`config.mk`:
```
export PLATFORM = sky130hd
export DESIGN_NAME = axi_lite_dmem_arb
export DESIGN_NICKNAME = d
export VERILOG_FILES = /design/src/rtl/axi_lite_dmem_arb.sv
export SDC_FILE = /design/constraint.sdc
export NUM_CORES = 1
export LEC_CHECK = 0
export CORE_AREA = 2 2 134 136
export CTS_BUF_LIST = sky130_fd_sc_hd__clkbuf_8 sky130_fd_sc_hd__clkbuf_16
export DETAILED_ROUTE_END_ITERATION = 10
export DIE_AREA = 0 0 136 138
export DONT_BUFFER_PORTS = 1
export PLACE_DENSITY_LB_ADDON = 0.3
export REMOVE_ABC_BUFFERS = 1
export SLEW_MARGIN = 20
export SYNTH_ARGS = -nofsm -noshare
export SYNTH_HDL_FRONTEND = slang
export SYNTH_SLANG_ARGS = --single-unit
```
`constraint.sdc`:
```
create_clock -name clk -period 1.4 [get_ports clk]
set_input_delay 0.28 -clock clk [delete_from_list [all_inputs] [get_ports clk]]
set_output_delay 0.28 -clock clk [all_outputs]
set_load 0.005 [all_outputs]
```
`src/rtl/axi_lite_dmem_arb.sv`:
```
// Two-requester AXI4-Lite arbiter sharing one data memory; write and read paths arbitrate independently.
// Define AXIL_ARB_RR_EN for round-robin arbitration; otherwise port 0 always wins.
module axi_lite_dmem_arb #(
    parameter int DATA_WIDTH = 32,
    parameter int ADDR_WIDTH = 16,
    parameter int STRB_WIDTH = DATA_WIDTH/8
) (
    input  logic                    clk,
    input  logic                    rst_n,
    input  logic [2*ADDR_WIDTH-1:0] s_axil_awaddr,
    input  logic [1:0]              s_axil_awvalid,
    output logic [1:0]              s_axil_awready,
    input  logic [2*DATA_WIDTH-1:0] s_axil_wdata,
    input  logic [2*STRB_WIDTH-1:0] s_axil_wstrb,
    input  logic [1:0]              s_axil_wvalid,
    output logic [1:0]              s_axil_wready,
    output logic [3:0]              s_axil_bresp,
    output logic [1:0]              s_axil_bvalid,
    input  logic [1:0]              s_axil_bready,
    input  logic [2*ADDR_WIDTH-1:0] s_axil_araddr,
    input  logic [1:0]              s_axil_arvalid,
    output logic [1:0]              s_axil_arready,
    output logic [2*DATA_WIDTH-1:0] s_axil_rdata,
    output logic [3:0]              s_axil_rresp,
    output logic [1:0]              s_axil_rvalid,
    input  logic [1:0]              s_axil_rready,
    output logic [ADDR_WIDTH-1:0]   m_axil_awaddr,
    output logic                    m_axil_awvalid,
    input  logic                    m_axil_awready,
    output logic [DATA_WIDTH-1:0]   m_axil_wdata,
    output logic [STRB_WIDTH-1:0]   m_axil_wstrb,
    output logic                    m_axil_wvalid,
    input  logic                    m_axil_wready,
    input  logic [1:0]              m_axil_bresp,
    input  logic                    m_axil_bvalid,
    output logic                    m_axil_bready,
    output logic [ADDR_WIDTH-1:0]   m_axil_araddr,
    output logic                    m_axil_arvalid,
    input  logic                    m_axil_arready,
    input  logic [DATA_WIDTH-1:0]   m_axil_rdata,
    input  logic [1:0]              m_axil_rresp,
    input  logic                    m_axil_rvalid,
    output logic                    m_axil_rready
);

    typedef enum logic [1:0] {W_IDLE = 2'd0, W_FWD = 2'd1, W_RESP = 2'd2} w_state_t;
    typedef enum logic [1:0] {R_IDLE = 2'd0, R_FWD = 2'd1, R_RESP = 2'd2} r_state_t;

    w_state_t   r_wstate;
    r_state_t   r_rstate;
    logic       r_wgrant;
    logic       r_rgrant;
    logic       r_awvalid;
    logic       r_wvalid;
    logic       r_arvalid;

    logic [1:0] w_wreq;
    logic [1:0] w_rreq;
    logic       w_wpick;
    logic       w_rpick;
    logic       w_aw_hs;
    logic       w_w_hs;
    logic       w_ar_hs;
    logic       w_bready_sel;
    logic       w_rready_sel;
    logic       w_b_fwd;
    logic       w_r_fwd;
    logic       w_b_hs;
    logic       w_r_hs;

    assign w_wreq = s_axil_awvalid & s_axil_wvalid;
    assign w_rreq = s_axil_arvalid;

`ifdef AXIL_ARB_RR_EN
    logic r_wptr;
    logic r_rptr;

    // Round-robin choice: the pointer's preferred port wins when both request.
    always_comb begin
        w_wpick = 1'b0;
        w_rpick = 1'b0;
        if (r_wptr && w_wreq[1]) begin
            w_wpick = 1'b1;
        end else if (w_wreq[0]) begin
            w_wpick = 1'b0;
        end else begin
            w_wpick = 1'b1;
        end
        if (r_rptr && w_rreq[1]) begin
            w_rpick = 1'b1;
        end else if (w_rreq[0]) begin
            w_rpick = 1'b0;
        end else begin
            w_rpick = 1'b1;
        end
    end
`else
    // Fixed priority choice: port 0 wins whenever it requests.
    always_comb begin
        w_wpick = 1'b0;
        w_rpick = 1'b0;
        if (w_wreq[0]) begin
            w_wpick = 1'b0;
        end else begin
            w_wpick = 1'b1;
        end
        if (w_rreq[0]) begin
            w_rpick = 1'b0;
        end else begin
            w_rpick = 1'b1;
        end
    end
`endif

    // Valids are registered and live only in FWD, so handshakes need no extra state gating.
    assign w_aw_hs = r_awvalid & m_axil_awready;
    assign w_w_hs  = r_wvalid  & m_axil_wready;
    assign w_ar_hs = r_arvalid & m_axil_arready;

    assign w_bready_sel = r_wgrant ? s_axil_bready[1] : s_axil_bready[0];
    assign w_rready_sel = r_rgrant ? s_axil_rready[1] : s_axil_rready[0];
    assign w_b_fwd      = (r_wstate == W_RESP) & m_axil_bvalid;
    assign w_r_fwd      = (r_rstate == R_RESP) & m_axil_rvalid;
    assign w_b_hs       = w_b_fwd & w_bready_sel;
    assign w_r_hs       = w_r_fwd & w_rready_sel;

    assign m_axil_awaddr  = r_wgrant ? s_axil_awaddr[2*ADDR_WIDTH-1:ADDR_WIDTH] : s_axil_awaddr[ADDR_WIDTH-1:0];
    assign m_axil_wdata   = r_wgrant ? s_axil_wdata[2*DATA_WIDTH-1:DATA_WIDTH]  : s_axil_wdata[DATA_WIDTH-1:0];
    assign m_axil_wstrb   = r_wgrant ? s_axil_wstrb[2*STRB_WIDTH-1:STRB_WIDTH]  : s_axil_wstrb[STRB_WIDTH-1:0];
    assign m_axil_araddr  = r_rgrant ? s_axil_araddr[2*ADDR_WIDTH-1:ADDR_WIDTH] : s_axil_araddr[ADDR_WIDTH-1:0];
    assign m_axil_awvalid = r_awvalid;
    assign m_axil_wvalid  = r_wvalid;
    assign m_axil_arvalid = r_arvalid;
    assign m_axil_bready  = (r_wstate == W_RESP) & w_bready_sel;
    assign m_axil_rready  = (r_rstate == R_RESP) & w_rready_sel;

    assign s_axil_awready = {r_wgrant & w_aw_hs, ~r_wgrant & w_aw_hs};
    assign s_axil_wready  = {r_wgrant & w_w_hs,  ~r_wgrant & w_w_hs};
    assign s_axil_arready = {r_rgrant & w_ar_hs, ~r_rgrant & w_ar_hs};
    assign s_axil_bvalid  = {r_wgrant & w_b_fwd, ~r_wgrant & w_b_fwd};
    assign s_axil_rvalid  = {r_rgrant & w_r_fwd, ~r_rgrant & w_r_fwd};
    assign s_axil_bresp   = r_wgrant ? {m_axil_bresp, 2'b00} : {2'b00, m_axil_bresp};
    assign s_axil_rresp   = r_rgrant ? {m_axil_rresp, 2'b00} : {2'b00, m_axil_rresp};
    assign s_axil_rdata   = r_rgrant ? {m_axil_rdata, {DATA_WIDTH{1'b0}}} : {{DATA_WIDTH{1'b0}}, m_axil_rdata};

    // Write path FSM: grant, forward AW and W independently, then hold grant through B.
    always_ff @(posedge clk or negedge rst_n) begin
        if (!rst_n) begin
            r_wstate  <= W_IDLE;
            r_wgrant  <= 1'b0;
            r_awvalid <= 1'b0;
            r_wvalid  <= 1'b0;
`ifdef AXIL_ARB_RR_EN
            r_wptr    <= 1'b0;
`endif
        end else begin
            case (r_wstate)
                W_IDLE: begin
                    if (|w_wreq) begin
                        r_wgrant  <= w_wpick;
                        r_awvalid <= 1'b1;
                        r_wvalid  <= 1'b1;
                        r_wstate  <= W_FWD;
                    end
                end
                W_FWD: begin
                    if (w_aw_hs) r_awvalid <= 1'b0;
                    if (w_w_hs)  r_wvalid  <= 1'b0;
                    if ((w_aw_hs || !r_awvalid) && (w_w_hs || !r_wvalid)) r_wstate <= W_RESP;
                end
                W_RESP: begin
                    if (w_b_hs) begin
                        r_wstate <= W_IDLE;
`ifdef AXIL_ARB_RR_EN
                        r_wptr   <= ~r_wgrant;
`endif
                    end
                end
                default: begin
                    r_wstate  <= W_IDLE;
                    r_awvalid <= 1'b0;
                    r_wvalid  <= 1'b0;
                end
            endcase
        end
    end

    // Read path FSM: grant, forward AR, then hold grant through R.
    always_ff @(posedge clk or negedge rst_n) begin
        if (!rst_n) begin
            r_rstate  <= R_IDLE;
            r_rgrant  <= 1'b0;
            r_arvalid <= 1'b0;
`ifdef AXIL_ARB_RR_EN
            r_rptr    <= 1'b0;
`endif
        end else begin
            case (r_rstate)
                R_IDLE: begin
                    if (|w_rreq) begin
                        r_rgrant  <= w_rpick;
                        r_arvalid <= 1'b1;
                        r_rstate  <= R_FWD;
                    end
                end
                R_FWD: begin
                    if (w_ar_hs) begin
                        r_arvalid <= 1'b0;
                        r_rstate  <= R_RESP;
                    end
                end
                R_RESP: begin
                    if (w_r_hs) begin
                        r_rstate <= R_IDLE;
`ifdef AXIL_ARB_RR_EN
                        r_rptr   <= ~r_rgrant;
`endif
                    end
                end
                default: begin
                    r_rstate  <= R_IDLE;
                    r_arvalid <= 1'b0;
                end
            endcase
        end
    end

endmodule

```
-- Word level (Yosys, flattened, before mapping)
Index checks and enable logic that the tools add are counted.
- input bits: 189
- logic and storage cells: 86
- flip-flop bits (word level): 9
- output and inout port bits: 155
- multiplexer cells: 27
- equal/unequal tests: 12
- bitwise gates (word level): 24
- reduce and logical (&&, ||, !) cells: 16
- operators by type and width (kind ; count):
    2-to-1 mux 64 bit ; 1
    2-to-1 mux 16 bit ; 2
    2-to-1 mux 32 bit ; 1
    bitwise AND 1 bit ; 19
    != test 2 bit, second input constant ; 8
    AND reduction 3 bit ; 5
    2-to-1 mux 2 bit ; 6
    2-to-1 mux 4 bit ; 3
    one-hot mux 2 bit (3 select lines) ; 2
    2-to-1 mux 1 bit ; 9
    one-hot mux 1 bit (3 select lines) ; 3
    equality test 2 x 1 -> 1 bit, second input constant ; 2
    equality test 2 bit, second input constant ; 2
    zero test 2 bit ; 2
    inverter 1 bit ; 4
    AND reduction 2 bit ; 2
    OR reduction 2 bit ; 2
    bitwise AND 2 bit ; 1
    zero test 1 bit ; 2
    logical OR 1 bit ; 2
    logical AND 1 bit ; 1

-- Longest topological paths before layout
- depth in word-level cells: 5
- mapped depth: 4
- gate-level depth less buffers: 3

-- Worst setup path before layout
No wires, ideal clock.
- path type: register to output
- start point: register r_wgrant
- end point: output m_axil_awaddr[0]
- arrival time: 0.921 ns
- path buffers: 2
- required time: 1.120 ns
- slack: 0.199 ns
- stages on the path, launching flop included: 4
- path through: dfrtp_1 -> buf_6 -> buf_6 -> mux2_2
- longest elaborated chain between the ends: 1
- RTL lines (item ; line ; source):
    start: declaration ; 51 ; logic r_wgrant;
    start signal: assignment ; 160 ; r_wgrant <= w_wpick;
    2-to-1 mux 16 bit ; 127 ; assign m_axil_awaddr = r_wgrant ? s_axil_awaddr[2*ADDR_WIDTH-1:ADDR_WIDTH] : s_axil_awaddr[ADDR_WIDTH-1:0];
    end: declaration ; 27 ; output logic [ADDR_WIDTH-1:0] m_axil_awaddr,
No other way between the ends.

-- Worst setup path in the final report
- start point: register r_wgrant
- end point: output m_axil_wdata[14]
- longest elaborated chain between the ends: 1
- RTL lines (item ; line ; source):
    2-to-1 mux 32 bit ; 128 ; assign m_axil_wdata = r_wgrant ? s_axil_wdata[2*DATA_WIDTH-1:DATA_WIDTH] : s_axil_wdata[DATA_WIDTH-1:0];
    end: declaration ; 30 ; output logic [DATA_WIDTH-1:0] m_axil_wdata,
No other way between the ends.

==> results <==
[metal layers]
layer / vias up / global-route usage, %
met5: - / 0
met4: 0 / 1.81
met3: 8 / 4.99
met2: 207 / 20.0
met1: 825 / 8.29
li1: 778 / -
[through the flow]
stage / area [sq um] / setup WS [ns]
after global placement: 2200 / 0.0906
after global routing: 3010 / -0.232
final: 3010 / -0.185
after detailed placement: 2200 / 0.0772
after floorplan: 1740 / -0.793
after CTS: 2600 / -0.179
[how the worst max path moves through the flow]
| stage | startpoint | cells after the start | to |
|---|---|---|---|
| 2_1_floorplan | r_wgrant | 2 | s_axil_bvalid[0] |
| 3_3_place_gp | r_rgrant | 4 | s_axil_rdata[7] |
| 3_5_place_dp | r_wgrant | 4 | s_axil_wready[1] |
| 4_1_cts | r_wgrant | 3 | m_axil_wdata[29] |
| 5_1_grt | r_rgrant | 2 | m_axil_araddr[11] |
| 6_report | r_wgrant | 3 | m_axil_wdata[14] |
[critical path, stage by stage (launching register included)]
cell	delay (ns)
dfrtp_2	0.42
buf_4	0.15
buf_12	0.15
mux2_4	0.34
[cells by family (layout without fill, tap and decap cells)]
logic type             after synthesis  after routing  synth area share [%]
DFF                                  9              9                  12.0
muxes                               70             70                  41.9
AOI/OAI and AO/OA                   14             14                  4.94
and+or+nand+nor                    105            105                  33.1
buffers and inverters               21             41                  8.07
[power breakdown]
part | internal (W) | switching [W]
logic | 0.00295 | 0.00221
clock network | 0.000375 | 0.000142
registers | 0.000391 | 0.000202
total | 0.00372 | 0.00255
[cell usage after synthesis]
master and n:
o21ai_0 6, dfrtp_1 9, a311oi_1 1, buf_6 9
mux2_2 68, nand2b_1 3, a22oi_1 1, mux2i_1 2
and3_1 4, clkbuf_1 6, o21ba_2 1, buf_2 1
nand2_1 10, nor2b_1 29, a32oi_1 1, a22o_1 2
nor3_1 1, inv_1 4, nor2_1 10, a21oi_1 2
and2b_1 12, buf_4 1, and2_1 36
[area by class of cell]
type | instances | area (sq um) | area share (%)
Multi-Input combinational cell | 189 | 1910 | 63.3
Timing Repair Buffer | 33 | 492 | 16.3
Tap cell | 229 | 287 | 9.51
Sequential cell | 9 | 229 | 7.60
Clock buffer | 3 | 75.1 | 2.49
Inverter | 4 | 18.8 | 0.623
Clock inverter | 1 | 3.75 | 0.125
[registers in the layout, indices dropped and copies added (netlist names)]
signal          count
m_axil_arvalid      1
m_axil_wvalid       1
r_wgrant            1
r_rgrant            1
r_wstate            2
r_rstate            2
m_axil_awvalid      1
[what timing repair did]
item,in CTS,in global routing
pin swaps,2,3
hold buffers,1,0
gates resized for setup,64,83
setup endpoints to repair,124,133
hold endpoints to repair,9,0
buffers inserted,6,3
gates cloned,3,5
==> impl_metrics.json <==
{
  "dp_cells": 447,
  "power_w": 0.00627,
  "die-area_sq_um": 18800,
  "avgSynthCellArea_sq_um": 8.56,
  "grt_use_total_pct": 9.84,
  "wl_met3_um": 1540,
  "die_y_um": 138,
  "via_per_inst": 3.88,
  "path_clk_slew_ns": 0.04,
  "htreeDepth": 1,
  "die_width_um": 136,
  "cts_tree": "yes",
  "worst_skew_pair.late_latency_ns": 0.24,
  "route.detailed.drc": 0,
  "hold_path_end": "r_rgrant",
  "root_buffer": "clkbuf_16",
  "ys_seq_area_share_pct": 12.0,
  "fin_cells": 468,
  "fin_util_pct": 17.2,
  "dpl.hpwl_um": 9000,
  "gr-total-overflow": 0,
  "outcome": "complete, but fails checks",
  "drive_above_1_share_pct": 72.4,
  "cts_sinks": 9,
  "fin_crit_sh_pct": 113,
  "worst_setup_path_end_kind": "primary output",
  "grt_pass1_vias": 1887,
  "fin_crit_ns": 1.59,
  "met1Wirelength_um": 3210,
  "ir_drop_v": 0.000771,
  "cts_buffers": 3,
  "p_leak_nw": 1.33,
  "core.rowCount": 49,
  "synth_top_area_share_pct": 40.8,
  "fmax_mhz": 631,
  "wire_per_inst_um": 23.6,
  "nNetsFinal": 429,
  "hold_violations": 0,
  "min_path_type": "in -> reg",
  "arrival_ns": 1.31,
  "timing.setup.tns_ns": -15.90,
  "routabilityCongestion": 0.769,
  "synthCells": 219,
  "cts_buffer_depth": 2,
  "ant_nets": 0,
  "required_ns": 1.12,
  "rsz0062_at_grt": "yes",
  "dr.first_iter.drc_count": 44,
  "ys_types": 23,
  "synthTopCellsByArea": "mux2_2, and2_1, dfrtp_1",
  "setup_viol_count_final": 147,
  "dr.pass1.iters": 4,
  "io_pins": 344,
  "io_buffer_count": 0,
  "antenna_found_initial": 0,
  "critPathKind": "reg -> out",
  "maxCapViolCount": 0,
  "yosys.area.top_type": "mux2_2",
  "reg2reg_slack_ns": 0.06,
  "grt_pass1_wl_um": 13100,
  "powerDensity_nw_per_um2": 2080,
  "holdWs_ns": 0.125,
  "syn_to_final_growth_pct": 60.6,
  "violations": "negative setup slack",
  "netlist_area_sq_um": 1880,
  "num_antenna_cells": 0,
  "crit-reg2reg-launch": "r_wgrant",
  "reg2regPathDepth": 5,
  "ys_ff_latch": 9,
  "num_vias": 1818,
  "route.top_layer_used": "met4",
  "min-delay-start": "s_axil_arvalid[0]",
  "layout_setup_ws_ns": -0.185,
  "drt_wl_total_um": 11000,
  "critPathMaxFanout": 12,
  "start_kind": "flop",
  "final_cell_mix": "mux2_4, and2_4, mux2_2, nor2b_2, nor2b_4",
  "yosys_warnings": 0,
  "r2r-end": "r_wstate[1]",
  "slew_headroom_pct": 59.6,
  "wl_met2_um": 6050,
  "maxSlewViolCount": 0,
  "fp.coreArea_sq_um": 17500,
  "start_util_pct": 10.7,
  "finClkSkew_ns": 0.000250,
  "tightest_slew_ns": 0.604,
  "min_path_cells": 1,
  "final_common_cell": "mux2_4",
  "fillers": 1945,
  "grt_max_degree": 34
}
No activity file was read; power rests on OpenSTA's default activity.
